<file path="src/rtl/ram_master_pkg.sv">
// rtl/ram_master_pkg.sv - shared parameters and state encoding for the RAM master
package ram_master_pkg;

  localparam int ADDR_W_DEF    = 10;
  localparam int DATA_W_DEF    = 32;
  localparam int MAX_BURST_DEF = 4;

  // Width of the read burst length field (length minus one)
  localparam int LEN_W = 2;

  typedef logic [1:0] state_t;

  localparam state_t ST_IDLE       = 2'd0;
  localparam state_t ST_WRITE      = 2'd1;
  localparam state_t ST_READ_ISSUE = 2'd2;
  localparam state_t ST_READ_DRAIN = 2'd3;

endpackage

</file>
<file path="src/rtl/ram_master_if.sv">
// rtl/ram_master_if.sv - core request/response and RAM port bundle for the RAM master
interface ram_master_if #(
  parameter int ADDR_W = ram_master_pkg::ADDR_W_DEF,
  parameter int DATA_W = ram_master_pkg::DATA_W_DEF
) ();
  import ram_master_pkg::*;

  // Core request side
  logic              req_valid;
  logic              req_ready;
  logic              req_we;
  logic [ADDR_W-1:0] req_addr;
  logic [LEN_W-1:0]  req_len;
  logic [DATA_W-1:0] req_wdata;

  // Core response side
  logic              rsp_valid;
  logic [DATA_W-1:0] rsp_rdata;
  logic              rsp_last;
  logic              wr_done;

  // Single-port RAM side
  logic              ram_wr_en;
  logic [ADDR_W-1:0] ram_address;
  logic [DATA_W-1:0] ram_data_in;
  logic [DATA_W-1:0] ram_data_out;

  modport master (
    input  req_valid, req_we, req_addr, req_len, req_wdata, ram_data_out,
    output req_ready, rsp_valid, rsp_rdata, rsp_last, wr_done,
    output ram_wr_en, ram_address, ram_data_in
  );

  modport slave (
    output req_valid, req_we, req_addr, req_len, req_wdata, ram_data_out,
    input  req_ready, rsp_valid, rsp_rdata, rsp_last, wr_done,
    input  ram_wr_en, ram_address, ram_data_in
  );

endinterface

</file>
<file path="src/rtl/ram_master.sv">
// rtl/ram_master.sv - single-word write / short read-burst master for a single-port RAM
module ram_master
  import ram_master_pkg::*;
#(
  parameter int ADDR_W    = ADDR_W_DEF,
  parameter int DATA_W    = DATA_W_DEF,
  parameter int MAX_BURST = MAX_BURST_DEF
) (
  input  logic         clk,
  input  logic         rst_n,
  ram_master_if.master bus
);

  state_t            state_q, state_d;
  logic              wr_en_q, wr_en_d;
  logic [ADDR_W-1:0] addr_q, addr_d;
  logic [DATA_W-1:0] wdata_q, wdata_d;
  logic [LEN_W-1:0]  len_q, len_d;
  logic [LEN_W-1:0]  beat_q, beat_d;
  logic              pipe_q, pipe_d;
  logic              pipe_last_q, pipe_last_d;
  logic              last_issue;

  // The final issue beat is the requested length, clamped to the burst limit
  assign last_issue = (beat_q == len_q) || (int'(beat_q) >= MAX_BURST - 1);

  // Request handshake and response outputs; read data passes straight through
  assign bus.req_ready   = (state_q == ST_IDLE);
  assign bus.wr_done     = (state_q == ST_WRITE);
  assign bus.rsp_valid   = pipe_q;
  assign bus.rsp_last    = pipe_last_q;
  assign bus.rsp_rdata   = bus.ram_data_out;
  assign bus.ram_wr_en   = wr_en_q;
  assign bus.ram_address = addr_q;
  assign bus.ram_data_in = wdata_q;

  // Next-state logic: accept in IDLE, issue one address per cycle, flag each issue one cycle later
  always_comb begin
    state_d     = state_q;
    wr_en_d     = 1'b0;
    addr_d      = addr_q;
    wdata_d     = wdata_q;
    len_d       = len_q;
    beat_d      = beat_q;
    pipe_d      = 1'b0;
    pipe_last_d = 1'b0;
    case (state_q)
      ST_IDLE: begin
        if (bus.req_valid) begin
          addr_d = bus.req_addr;
          if (bus.req_we) begin
            state_d = ST_WRITE;
            wr_en_d = 1'b1;
            wdata_d = bus.req_wdata;
          end else begin
            state_d = ST_READ_ISSUE;
            len_d   = bus.req_len;
            beat_d  = '0;
          end
        end
      end
      ST_WRITE: begin
        state_d = ST_IDLE;
      end
      ST_READ_ISSUE: begin
        pipe_d = 1'b1;
        if (last_issue) begin
          pipe_last_d = 1'b1;
          state_d     = ST_READ_DRAIN;
        end else begin
          beat_d = beat_q + LEN_W'(1);
          addr_d = addr_q + ADDR_W'(1);
        end
      end
      ST_READ_DRAIN: begin
        state_d = ST_IDLE;
      end
      default: begin
        state_d = ST_IDLE;
      end
    endcase
  end

  // State and RAM-port registers with synchronous active-low reset
  always_ff @(posedge clk) begin
    if (!rst_n) begin
      state_q     <= ST_IDLE;
      wr_en_q     <= 1'b0;
      addr_q      <= '0;
      wdata_q     <= '0;
      len_q       <= '0;
      beat_q      <= '0;
      pipe_q      <= 1'b0;
      pipe_last_q <= 1'b0;
    end else begin
      state_q     <= state_d;
      wr_en_q     <= wr_en_d;
      addr_q      <= addr_d;
      wdata_q     <= wdata_d;
      len_q       <= len_d;
      beat_q      <= beat_d;
      pipe_q      <= pipe_d;
      pipe_last_q <= pipe_last_d;
    end
  end

endmodule

</file>
<file path="src/flat_wrapper.sv">
// flat-port wrapper written by rule: the top's interface ports become plain ports
module ram_master_flat import ram_master_pkg::*;
#(
  parameter int ADDR_W    = ADDR_W_DEF,
  parameter int DATA_W    = DATA_W_DEF,
  parameter int MAX_BURST = MAX_BURST_DEF
)
  (clk, rst_n, bus_req_valid, bus_req_we, bus_req_addr, bus_req_len, bus_req_wdata, bus_ram_data_out, bus_req_ready, bus_rsp_valid, bus_rsp_rdata, bus_rsp_last, bus_wr_done, bus_ram_wr_en, bus_ram_address, bus_ram_data_in);
  ram_master_if #(.ADDR_W(ADDR_W), .DATA_W(DATA_W)) bus_i ();
  input  logic clk;
  input  logic rst_n;
  input wire logic [$bits(bus_i.req_valid)-1:0] bus_req_valid;
  input wire logic [$bits(bus_i.req_we)-1:0] bus_req_we;
  input wire logic [$bits(bus_i.req_addr)-1:0] bus_req_addr;
  input wire logic [$bits(bus_i.req_len)-1:0] bus_req_len;
  input wire logic [$bits(bus_i.req_wdata)-1:0] bus_req_wdata;
  input wire logic [$bits(bus_i.ram_data_out)-1:0] bus_ram_data_out;
  output wire logic [$bits(bus_i.req_ready)-1:0] bus_req_ready;
  output wire logic [$bits(bus_i.rsp_valid)-1:0] bus_rsp_valid;
  output wire logic [$bits(bus_i.rsp_rdata)-1:0] bus_rsp_rdata;
  output wire logic [$bits(bus_i.rsp_last)-1:0] bus_rsp_last;
  output wire logic [$bits(bus_i.wr_done)-1:0] bus_wr_done;
  output wire logic [$bits(bus_i.ram_wr_en)-1:0] bus_ram_wr_en;
  output wire logic [$bits(bus_i.ram_address)-1:0] bus_ram_address;
  output wire logic [$bits(bus_i.ram_data_in)-1:0] bus_ram_data_in;
  assign bus_i.req_valid = bus_req_valid;
  assign bus_i.req_we = bus_req_we;
  assign bus_i.req_addr = bus_req_addr;
  assign bus_i.req_len = bus_req_len;
  assign bus_i.req_wdata = bus_req_wdata;
  assign bus_i.ram_data_out = bus_ram_data_out;
  assign bus_req_ready = bus_i.req_ready;
  assign bus_rsp_valid = bus_i.rsp_valid;
  assign bus_rsp_rdata = bus_i.rsp_rdata;
  assign bus_rsp_last = bus_i.rsp_last;
  assign bus_wr_done = bus_i.wr_done;
  assign bus_ram_wr_en = bus_i.ram_wr_en;
  assign bus_ram_address = bus_i.ram_address;
  assign bus_ram_data_in = bus_i.ram_data_in;
  ram_master #(.ADDR_W(ADDR_W), .DATA_W(DATA_W), .MAX_BURST(MAX_BURST)) u_core (.clk(clk), .rst_n(rst_n), .bus(bus_i));
endmodule
</file>
<file path="config.mk">
export PLATFORM = sky130hd
export DESIGN_NAME = ram_master_flat
export DESIGN_NICKNAME = d
export VERILOG_FILES = /design/src/rtl/ram_master_pkg.sv /design/src/rtl/ram_master_if.sv /design/src/rtl/ram_master.sv /design/src/flat_wrapper.sv
export SDC_FILE = /design/constraint.sdc
export NUM_CORES = 1
export LEC_CHECK = 0
export ABC_CLOCK_PERIOD_IN_PS = 1630
export CORE_ASPECT_RATIO = 0.9
export CORE_MARGIN = 10
export CORE_UTILIZATION = 36
export DETAILED_ROUTE_END_ITERATION = 10
export PLACE_DENSITY_LB_ADDON = 0.25
export SYNTH_ARGS = -nofsm -noshare
export SYNTH_HDL_FRONTEND = slang
export SYNTH_SLANG_ARGS = --single-unit
</file>
<file path="constraint.sdc">
create_clock -name clk -period 1.63 [get_ports clk]
set_input_delay 0.2445 -clock clk [delete_from_list [all_inputs] [get_ports clk]]
set_output_delay 0.2445 -clock clk [all_outputs]
set_load 0.01 [all_outputs]
</file>
==> reports/qor.yml, run 1 <==
reg2reg_from: "u_core.bus.ram_address[0]$_SDFFE_PN0P_"
drtIter0Drc: 111
fin_nets: 450
yosys.area_share.simple_pct: 20.89
fillerInstances: 645
async_flop_share_pct: 0
tns_ps: 0
synth_fa_ha_area_share_pct: 1.047
root_buffer: "clkbuf_8"
synth_warnings: 0
critPathLaunch: "u_core.bus.ram_address[0]$_SDFFE_PN0P_"
status: "finished clean"
vias: 2202
worstPathArrival_ps: 1310
slew_headroom_pct: 72.28
netSwitchingFraction_pct: 25.20
syn-cell-area_um2: 2390
fin_crit_ps: 1556
maxSlewViolCount: 0
grt_pass1_wl_mm: 11.21
layout_commonest_cell: "clkdlybuf4s50_1"
post-place-ws_ps: -120.4
fin_crit_sh_pct: 95.46
start_util_pct: 36.67
htree_levels: 2
fp.dieH_um: 97.30
regToRegSetupSlack_ps: 150
drc: 0
p_int_uw: 2119
drive_above_1_share_pct: 10.05
cts_buffer_depth: 2
p_sw_uw: 713.8
die_w_um: 105.9
cts_buffers: 5
via_per_inst: 4.808
portBuffers: 94
final_hold_viol_count: 0
syn_nets: 381
end_kind: "output port"
synthCells: 299
syn_area_per_cell_um2: 7.993
setup_viol: 0
core.rowCount: 28
p_leak_uw: 0.001209
max_stage_delay_ps: 540
grt_pass1_vias: 2129
gp_congestion: 0.7958
grt_start_max_net_pins: 34
grtUsageTotal_pct: 12.93
rsz0062_at_grt: "no"
core-area_um2: 6516
slowest_stage: "clkdlybuf4s50_1"
layout.cells.non_filler: 458
clk_pin_slew_ps: 80
antenna_left: 0
wirelength_mm: 6.828
area_delta_synth_final_pct: 42.41
clockPowerShare_pct: 29.8
power.density_nw_per_um2: 832.4
synth_compound_area_share_pct: 19.90
antennaDiodeCount: 0
cts_setup_buffers: 0
dp.cells: 451
antenna_found_initial: 0
ys_types: 43
skew_ps: 8.787
cts_tree: "done"
crit_chain: "buf_4, clkdlybuf4s50_1"
die-area_um2: 10300
synth_edf_count: 0
min_path_type: "reg -> reg"
clock-sinks: 51
wl_per_cell_um: 14.91
cap_violations: 0
synth_ff_type: "dfxtp_1"
synthMuxAreaShare_pct: 0.8377
p_seq_share_pct: 48.5
cp-start-kind: "flip-flop"
hold_path_depth: 2
setup_slack_ps: 74.00
worstSkewPairLatency_ps: 300
max_freq_mhz: 642.7
worstSetupPathType: "reg -> out"
ys_seq_area_share_pct: 42.72
vdd_ir_drop_max_mv: 0.3866
final_cell_mix: "92 x clkdlybuf4s50_1, 81 x nand2_1, 47 x dfxtp_1"
tightest_slew_ps: 405.3
gr-total-overflow: 0
hp-start: "u_core.bus.ram_data_in[26]$_SDFFE_PN0P_"
crit_required_ps: 1390
synth_top_family_by_area: "simple AND/OR/NAND/NOR gates"
drt-pass1-iter-count: 4
dpl.hpwl_mm: 5.179
ios: 159
r2r_cells: 5
synth_seq_cells: 51
crit_fanout: 6
p_comb_share_pct: 21.8
synth_xor_area_share_pct: 0.7330
whs_ps: 455.8
worst max-delay path, delay by kind of cell (launching register included):
kind / cells / cell delay [ps]
buf+inv: 2 / 680
flops: 1 / 340
state kept, by name, summed over array words and instances (netlist names):
name,cells
u_core.bus.ram_data_in,32
u_core.bus.ram_address,10
u_core.state_q,2
u_core.bus.rsp_valid,1
u_core.bus.ram_wr_en,1
u_core.bus.rsp_last,1
u_core.beat_q,2
u_core.len_q,2
timing repair:
action | in CTS | in global routing
resized for setup | 4 | 3
pin swaps | 0 | 1
hold buffers | 0 | 0
setup endpoints to repair | 3 | 6
metrics by stage:
step                      utilization, %  power, uW  cell area (um2)
after CTS                          52.17       2872             3400
final                              52.23       2833             3403
after detailed placement           50.60       2026             3297
after global routing               52.23       2980             3403
after floorplan                        -       1737             2390
after global placement             50.60       2021             3297
cell type report:
type / count / area (um2) / area share (%)
timing repair buffer: 111 / 1116 / 32.79
multi-input combinational: 197 / 1039 / 30.51
sequential: 51 / 1026 / 30.15
tap: 90 / 112.6 / 3.309
clock buffer: 6 / 72.57 / 2.132
clock inverter: 1 / 30.03 / 0.8824
inverter: 2 / 7.507 / 0.2206
cell usage after synthesis, types with 2 or more instances:
library cell	number	area, um2
nor2b_1	2	12.51
mux2i_1	2	20.02
clkbuf_1	9	33.78
o311a_1	2	20.02
a31oi_1	2	12.51
nand3_1	3	15.01
nor3_1	3	15.01
o32ai_1	5	43.79
nor4_1	2	12.51
dfxtp_1	51	1021
nor2_1	11	41.29
a21oi_2	2	17.52
nand2_1	81	304.0
buf_4	36	270.3
a21oi_1	46	230.2
xnor2_1	2	17.52
o22ai_1	2	12.51
a22oi_1	2	15.01
buf_2	4	20.02
nand4_1	2	12.51
o21ai_0	6	30.03
o221a_1	2	22.52
ha_1	2	25.02
worst paths after layout:
kind	to
setup / recovery	bus_ram_address[0]
hold / removal	u_core.bus.ram_data_in[26]$_SDFFE_PN0P_
setup reg to reg	u_core.bus.ram_address[8]$_SDFFE_PN0P_
hold reg to reg	u_core.bus.ram_data_in[26]$_SDFFE_PN0P_
power by group through the flow:
stage / clock network, uW / registers [uW] / logic, uW
global route: 921 / 1390 / 674
global placement: 0 / 1400 / 622
detailed placement: 0 / 1400 / 626
floorplan: 0 / 1420 / 313
CTS: 876 / 1370 / 625
finish: 843 / 1370 / 617
cells by family (layout without fill, tap and decap cells):
family	after synthesis	count (layout)
buffers and inverters	51	120
adder cells (fa/ha/maj)	2	2
multiplexers	2	2
AO/OA/AOI/OAI	77	77
XOR/XNOR	2	2
flip-flops	51	51
AND/OR/NAND/NOR	114	114
metal layers:
layer / up-vias / part of all wire, % / track usage (%) / routed length (um)
met5: - / 0 / 0 / 0
met4: 0 / 1.6 / 4.787 / 108
met3: 15 / 6.7 / 3.448 / 459
met2: 64 / 49 / 21.86 / 3343
met1: 999 / 43 / 15.21 / 2917
li1: 1124 / - / - / -
Power figures use the tool's default switching activity.
==> run 2: changes to the inputs <==
--- a/config.mk
+++ b/config.mk
@@ -8,9 +8,11 @@
 export ABC_CLOCK_PERIOD_IN_PS = 1630
 export CORE_ASPECT_RATIO = 0.9
 export CORE_MARGIN = 10
-export CORE_UTILIZATION = 36
+export CORE_UTILIZATION = 40
 export DETAILED_ROUTE_END_ITERATION = 10
+export DONT_BUFFER_PORTS = 1
 export PLACE_DENSITY_LB_ADDON = 0.25
+export REMOVE_ABC_BUFFERS = 1
 export SYNTH_ARGS = -nofsm -noshare
 export SYNTH_HDL_FRONTEND = slang
 export SYNTH_SLANG_ARGS = --single-unit
==> run 2 against run 1 <==
Sequential share of layout area is 12 points higher. First-iteration DRC count rose by 17%. Register-to-register slack got worse by 40 ps. Clock-buffer cell count stayed put. Critical path depth is 2 higher. Cell area down 29%. Clock power rose by 7.1%. Setup slack better by 34 ps. Total power is 7.2% lower. Combinational power down 48%. Global-route usage is 2.0 points higher. Largest cell class is now multi-input gates.
==> reports/qor.yml, run 2 (synthesis results as in run 1) <==
wl_per_cell_um: 21.57
cts-resized-gates: 0
rsz0062_at_grt: "yes"
vdd_ir_drop_max_mv: 0.6010
antennaDiodeCount: 0
grt_start_max_net_pins: 34
p_sw_uw: 684.7
crit_chain: "xnor2_1, a211o_2, a22oi_1, o32ai_1"
fin_nets: 354
grtUsageTotal_pct: 14.90
multi_input_area_um2: 1040
crit_required_ps: 1800
worstSetupPathType: "reg -> reg"
cts_setup_buffers: 0
grt_pass1_vias: 1933
area_delta_synth_final_pct: 0.4188
max_freq_mhz: 657.0
htree_levels: 2
cap_violations: 0
worstSkewPairLatency_ps: 300
core.rowCount: 26
fillerInstances: 594
via_per_inst: 5.688
start_util_pct: 41.74
setup_viol: 0
crit_buf_inv: 0
die-area_um2: 9471
clk_pin_slew_ps: 90
final_hold_viol_count: 0
largest_reg_flops: 32
p_int_uw: 1943
p_comb_share_pct: 12.2
min_path_type: "in -> reg"
netSwitchingFraction_pct: 26.05
core-area_um2: 5725
antenna_left: 0
wirelength_mm: 7.399
cts_buffer_depth: 2
max_stage_delay_ps: 480
clock-sinks: 51
power_uw: 2628
clockPowerShare_pct: 34.3
gp_congestion: 0.7993
vias: 1951
grt_pass1_wl_mm: 11.01
drc: 0
layout.cells.non_filler: 343
p_seq_share_pct: 53.4
hold_buffers: 0
cp-start-kind: "flip-flop"
crit_fanout: 10
end_kind: "flip-flop"
antenna_found_initial: 0
gr-total-overflow: 0
drt-pass1-iter-count: 4
die_w_um: 101.5
root_buffer: "clkbuf_8"
cts_buffers: 5
drtIter0Drc: 130
maxSlewViolCount: 0
worstPathArrival_ps: 1690
slowest_stage: "a211o_2"
power.density_nw_per_um2: 1095
cts_tree: "done"
dpl.hpwl_mm: 5.642
p_leak_uw: 0.0008432
ios: 159
fp.dieH_um: 93.33
fin_crit_sh_pct: 93.39
fin_crit_ps: 1522
slew_headroom_pct: 68.25
dp.cells: 335
drive_above_1_share_pct: 12.45
final_cell_mix: "81 x nand2_1, 50 x dfxtp_1, 46 x a21oi_1"
skew_ps: 6.637
portBuffers: 0
cpLargestDelayFamily: "compound AO/OA/AOI/OAI gates"
layout_commonest_cell: "nand2_1"
tightest_slew_ps: 475.6
status: "finished clean"
seqCellArea_um2: 1022
[run 2: changes by cell type in the layout (fill, tap and decap cells not counted), sizes merged]
| cell | previous run | this run |
|---|---|---|
| clkinv | 0 | 1 |
| dlygate4sd2 | 2 | 0 |
| clkdlybuf4s50 | 92 | 0 |
| buf | 17 | 15 |
[run 2: cell type report]
class	instances	share of cell area, %
inverters	2	0.3128
multi-input cells	197	43.33
clock buffers	6	3.441
clock inverters	2	1.460
repair buffers	15	5.214
flip-flops and latches	51	42.60
well taps	70	3.650
[run 2: path summary, 6_finish.rpt]
kind / start / endpoint / slack, ps / cells after the start
worst min-delay path: bus_req_wdata[9] / u_core.bus.ram_data_in[9]$_SDFFE_PN0P_ / 70 / 2
worst max-delay path: u_core.beat_q[0]$_SDFFE_PN0P_ / u_core.bus.ram_address[8]$_SDFFE_PN0P_ / 110 / 4
worst min register to register: u_core.bus.ram_data_in[19]$_SDFFE_PN0P_ / u_core.bus.ram_data_in[19]$_SDFFE_PN0P_ / 510 / 2
worst max register to register: u_core.beat_q[0]$_SDFFE_PN0P_ / u_core.bus.ram_address[8]$_SDFFE_PN0P_ / 110 / 4
[run 2: worst register-to-register path: cells and delay by family, from the launching register on]
kind	cells	cell delay, ps
flip-flops	1	430
AO/OA/AOI/OAI	3	810
XOR/XNOR	1	170
[run 2: layer usage]
metal | vias to the layer above | share of wire, % | GRT usage, %
li1 | 935 | - | -
met1 | 899 | 43 | 19.08
met2 | 110 | 42 | 19.82
met3 | 7 | 13 | 9.051
met4 | 0 | 1.2 | 4.640
met5 | - | 0 | 2.747
[run 2: power groups by stage]
stage | Clock [uW] | Combinational [uW] | Sequential, uW
2_1_floorplan | 0 | 204 | 1430
3_3_place_gp | 0 | 319 | 1430
3_5_place_dp | 0 | 323 | 1440
4_1_cts | 939 | 324 | 1410
5_1_grt | 990 | 363 | 1420
6_report | 903 | 322 | 1400
[run 2: stage by stage]
step	TNS, ps	setup slack, ps	hold WS (ps)	cell area (um2)	util, %
3_3_place_gp	0	135.7	381.3	2278	39.79
2_1_floorplan	0	84.74	375.7	2066	-
6_report	0	107.8	68.46	2400	41.91
3_5_place_dp	0	80.36	387.9	2278	39.79
4_1_cts	0	56.93	56.62	2396	41.85
5_1_grt	-17.80	-13.63	57.71	2400	41.91
==> run 3: changes to the inputs <==
--- a/config.mk
+++ b/config.mk
@@ -8,9 +8,8 @@
 export ABC_CLOCK_PERIOD_IN_PS = 1630
 export CORE_ASPECT_RATIO = 0.9
 export CORE_MARGIN = 10
-export CORE_UTILIZATION = 40
+export CORE_UTILIZATION = 36
 export DETAILED_ROUTE_END_ITERATION = 10
-export DONT_BUFFER_PORTS = 1
 export PLACE_DENSITY_LB_ADDON = 0.25
 export REMOVE_ABC_BUFFERS = 1
 export SYNTH_ARGS = -nofsm -noshare
==> run 3 against run 2 <==
First-iteration DRC count decreased by 39%. Flip-flop and latch count unchanged. Critical path depth fell by 2. Critical endpoint is now bus_ram_address[0]. Core utilization rose by 10 points.
==> reports/qor.yml, run 3 (synthesis results as in run 1) <==
slew_headroom_pct: 74.75
dp.cells: 452
wl_per_cell_um: 17.56
area_delta_synth_final_pct: 42.77
ios: 159
fillerInstances: 630
min_path_type: "reg -> reg"
cts_buffer_depth: 2
cts_buffers: 5
dpl.hpwl_mm: 6.170
clk_pin_slew_ps: 90
antennaDiodeCount: 0
p_leak_uw: 0.001209
cts_tree: "done"
final_cell_mix: "92 x clkdlybuf4s50_1, 81 x nand2_1, 48 x dfxtp_1"
r2r_cells: 4
final_hold_viol_count: 0
antenna_left: 0
fin_nets: 451
power_uw: 2776
drc: 0
layout_commonest_cell: "clkdlybuf4s50_1"
cp-start-kind: "flip-flop"
via_per_inst: 4.967
drive_above_1_share_pct: 10.81
tightest_slew_ps: 369.2
largest_reg_flops: 32
start_util_pct: 36.67
end_kind: "output port"
worstSkewPairLatency_ps: 310
drt-pass1-iter-count: 4
vdd_ir_drop_max_mv: 0.3672
worstSetupPathType: "reg -> out"
grtUsageTotal_pct: 14.67
crit_required_ps: 1390
wirelength_mm: 8.076
fp.dieH_um: 97.30
core.rowCount: 28
grt_pass1_vias: 2192
gp_congestion: 0.7809
die_w_um: 105.9
vias: 2285
antenna_found_initial: 0
root_buffer: "clkbuf_8"
fin_crit_ps: 1600
setup_viol: 0
hold_buffers: 0
post-place-ws_ps: -151.7
clock-sinks: 51
maxSlewViolCount: 0
setup_slack_ps: 29.87
status: "finished clean"
rsz0062_at_grt: "no"
drtIter0Drc: 79
hold_path_depth: 2
crit_fanout: 6
grt_pass1_wl_mm: 12.32
core-area_um2: 6516
cap_violations: 0
gr-total-overflow: 0
die-area_um2: 10300
max_freq_mhz: 624.9
skew_ps: 5.459
layout.cells.non_filler: 460
fin_crit_sh_pct: 98.17
tns_ps: 0
htree_levels: 2
worstPathArrival_ps: 1360
power.density_nw_per_um2: 813.7
grt_start_max_net_pins: 34
portBuffers: 94
==> run 3: changes by cell type in the layout (fill, tap and decap cells not counted), sizes merged <==
cell / before / now
buf: 15 / 18
bufinv: 1 / 0
clkdlybuf4s50: 0 / 92
clkinvlp: 0 / 1
dlygate4sd2: 0 / 2
==> run 3: where the power goes <==
group / internal (uW) / switching, uW
combinational: 352 / 269
sequential: 1320 / 55.1
clock: 347 / 434
==> run 3: through the flow <==
step | util, % | hold WS (ps) | area (um2)
floorplan | - | 375.7 | 2066
global placement | 50.71 | 441.0 | 3304
detailed placement | 50.71 | 447.2 | 3304
CTS | 52.21 | 460.3 | 3402
global route | 52.36 | 479.6 | 3412
finish | 52.36 | 456.9 | 3412
==> run 3: routing by layer <==
metal	GRT usage, %	vias up	wire length [um]
met3	9.615	5	1052
li1	-	1127	-
met2	19.11	96	3104
met4	2.497	0	41
met5	2.551	-	0
met1	19.46	1057	3877
==> run 3: final timing paths <==
check	start	endpoint	slack [ps]
worst max register to register	u_core.beat_q[0]$_SDFFE_PN0P_	u_core.bus.ram_address[5]$_SDFFE_PN0P_	100
worst max-delay path	u_core.bus.ram_address[0]$_SDFFE_PN0P_	bus_ram_address[0]	30
worst min-delay path	u_core.bus.ram_data_in[0]$_SDFFE_PN0P_	u_core.bus.ram_data_in[0]$_SDFFE_PN0P_	460
worst min register to register	u_core.bus.ram_data_in[0]$_SDFFE_PN0P_	u_core.bus.ram_data_in[0]$_SDFFE_PN0P_	460
==> run 3: area by class of cell <==
cell class              instances  area, um2  area share [%]
clock inverters                 2      16.27          0.4767
multi-input cells             197       1045           30.62
clock buffers                   6      82.58           2.420
inverters                       2      7.507          0.2200
repair buffers                112       1124           32.93
flip-flops and latches         51       1025           30.03
well taps                      90      112.6           3.300
==> run 3: critical path: stages, from the launching register on <==
cell,delay [ps]
dfxtp_1,360
buf_4,150
clkdlybuf4s50_1,540
==> run 3: what timing repair did <==
action / in CTS / in global routing
resized for setup: 3 / 4
setup buffers: 0 / 0
endpoints found under the setup margin: 2 / 10
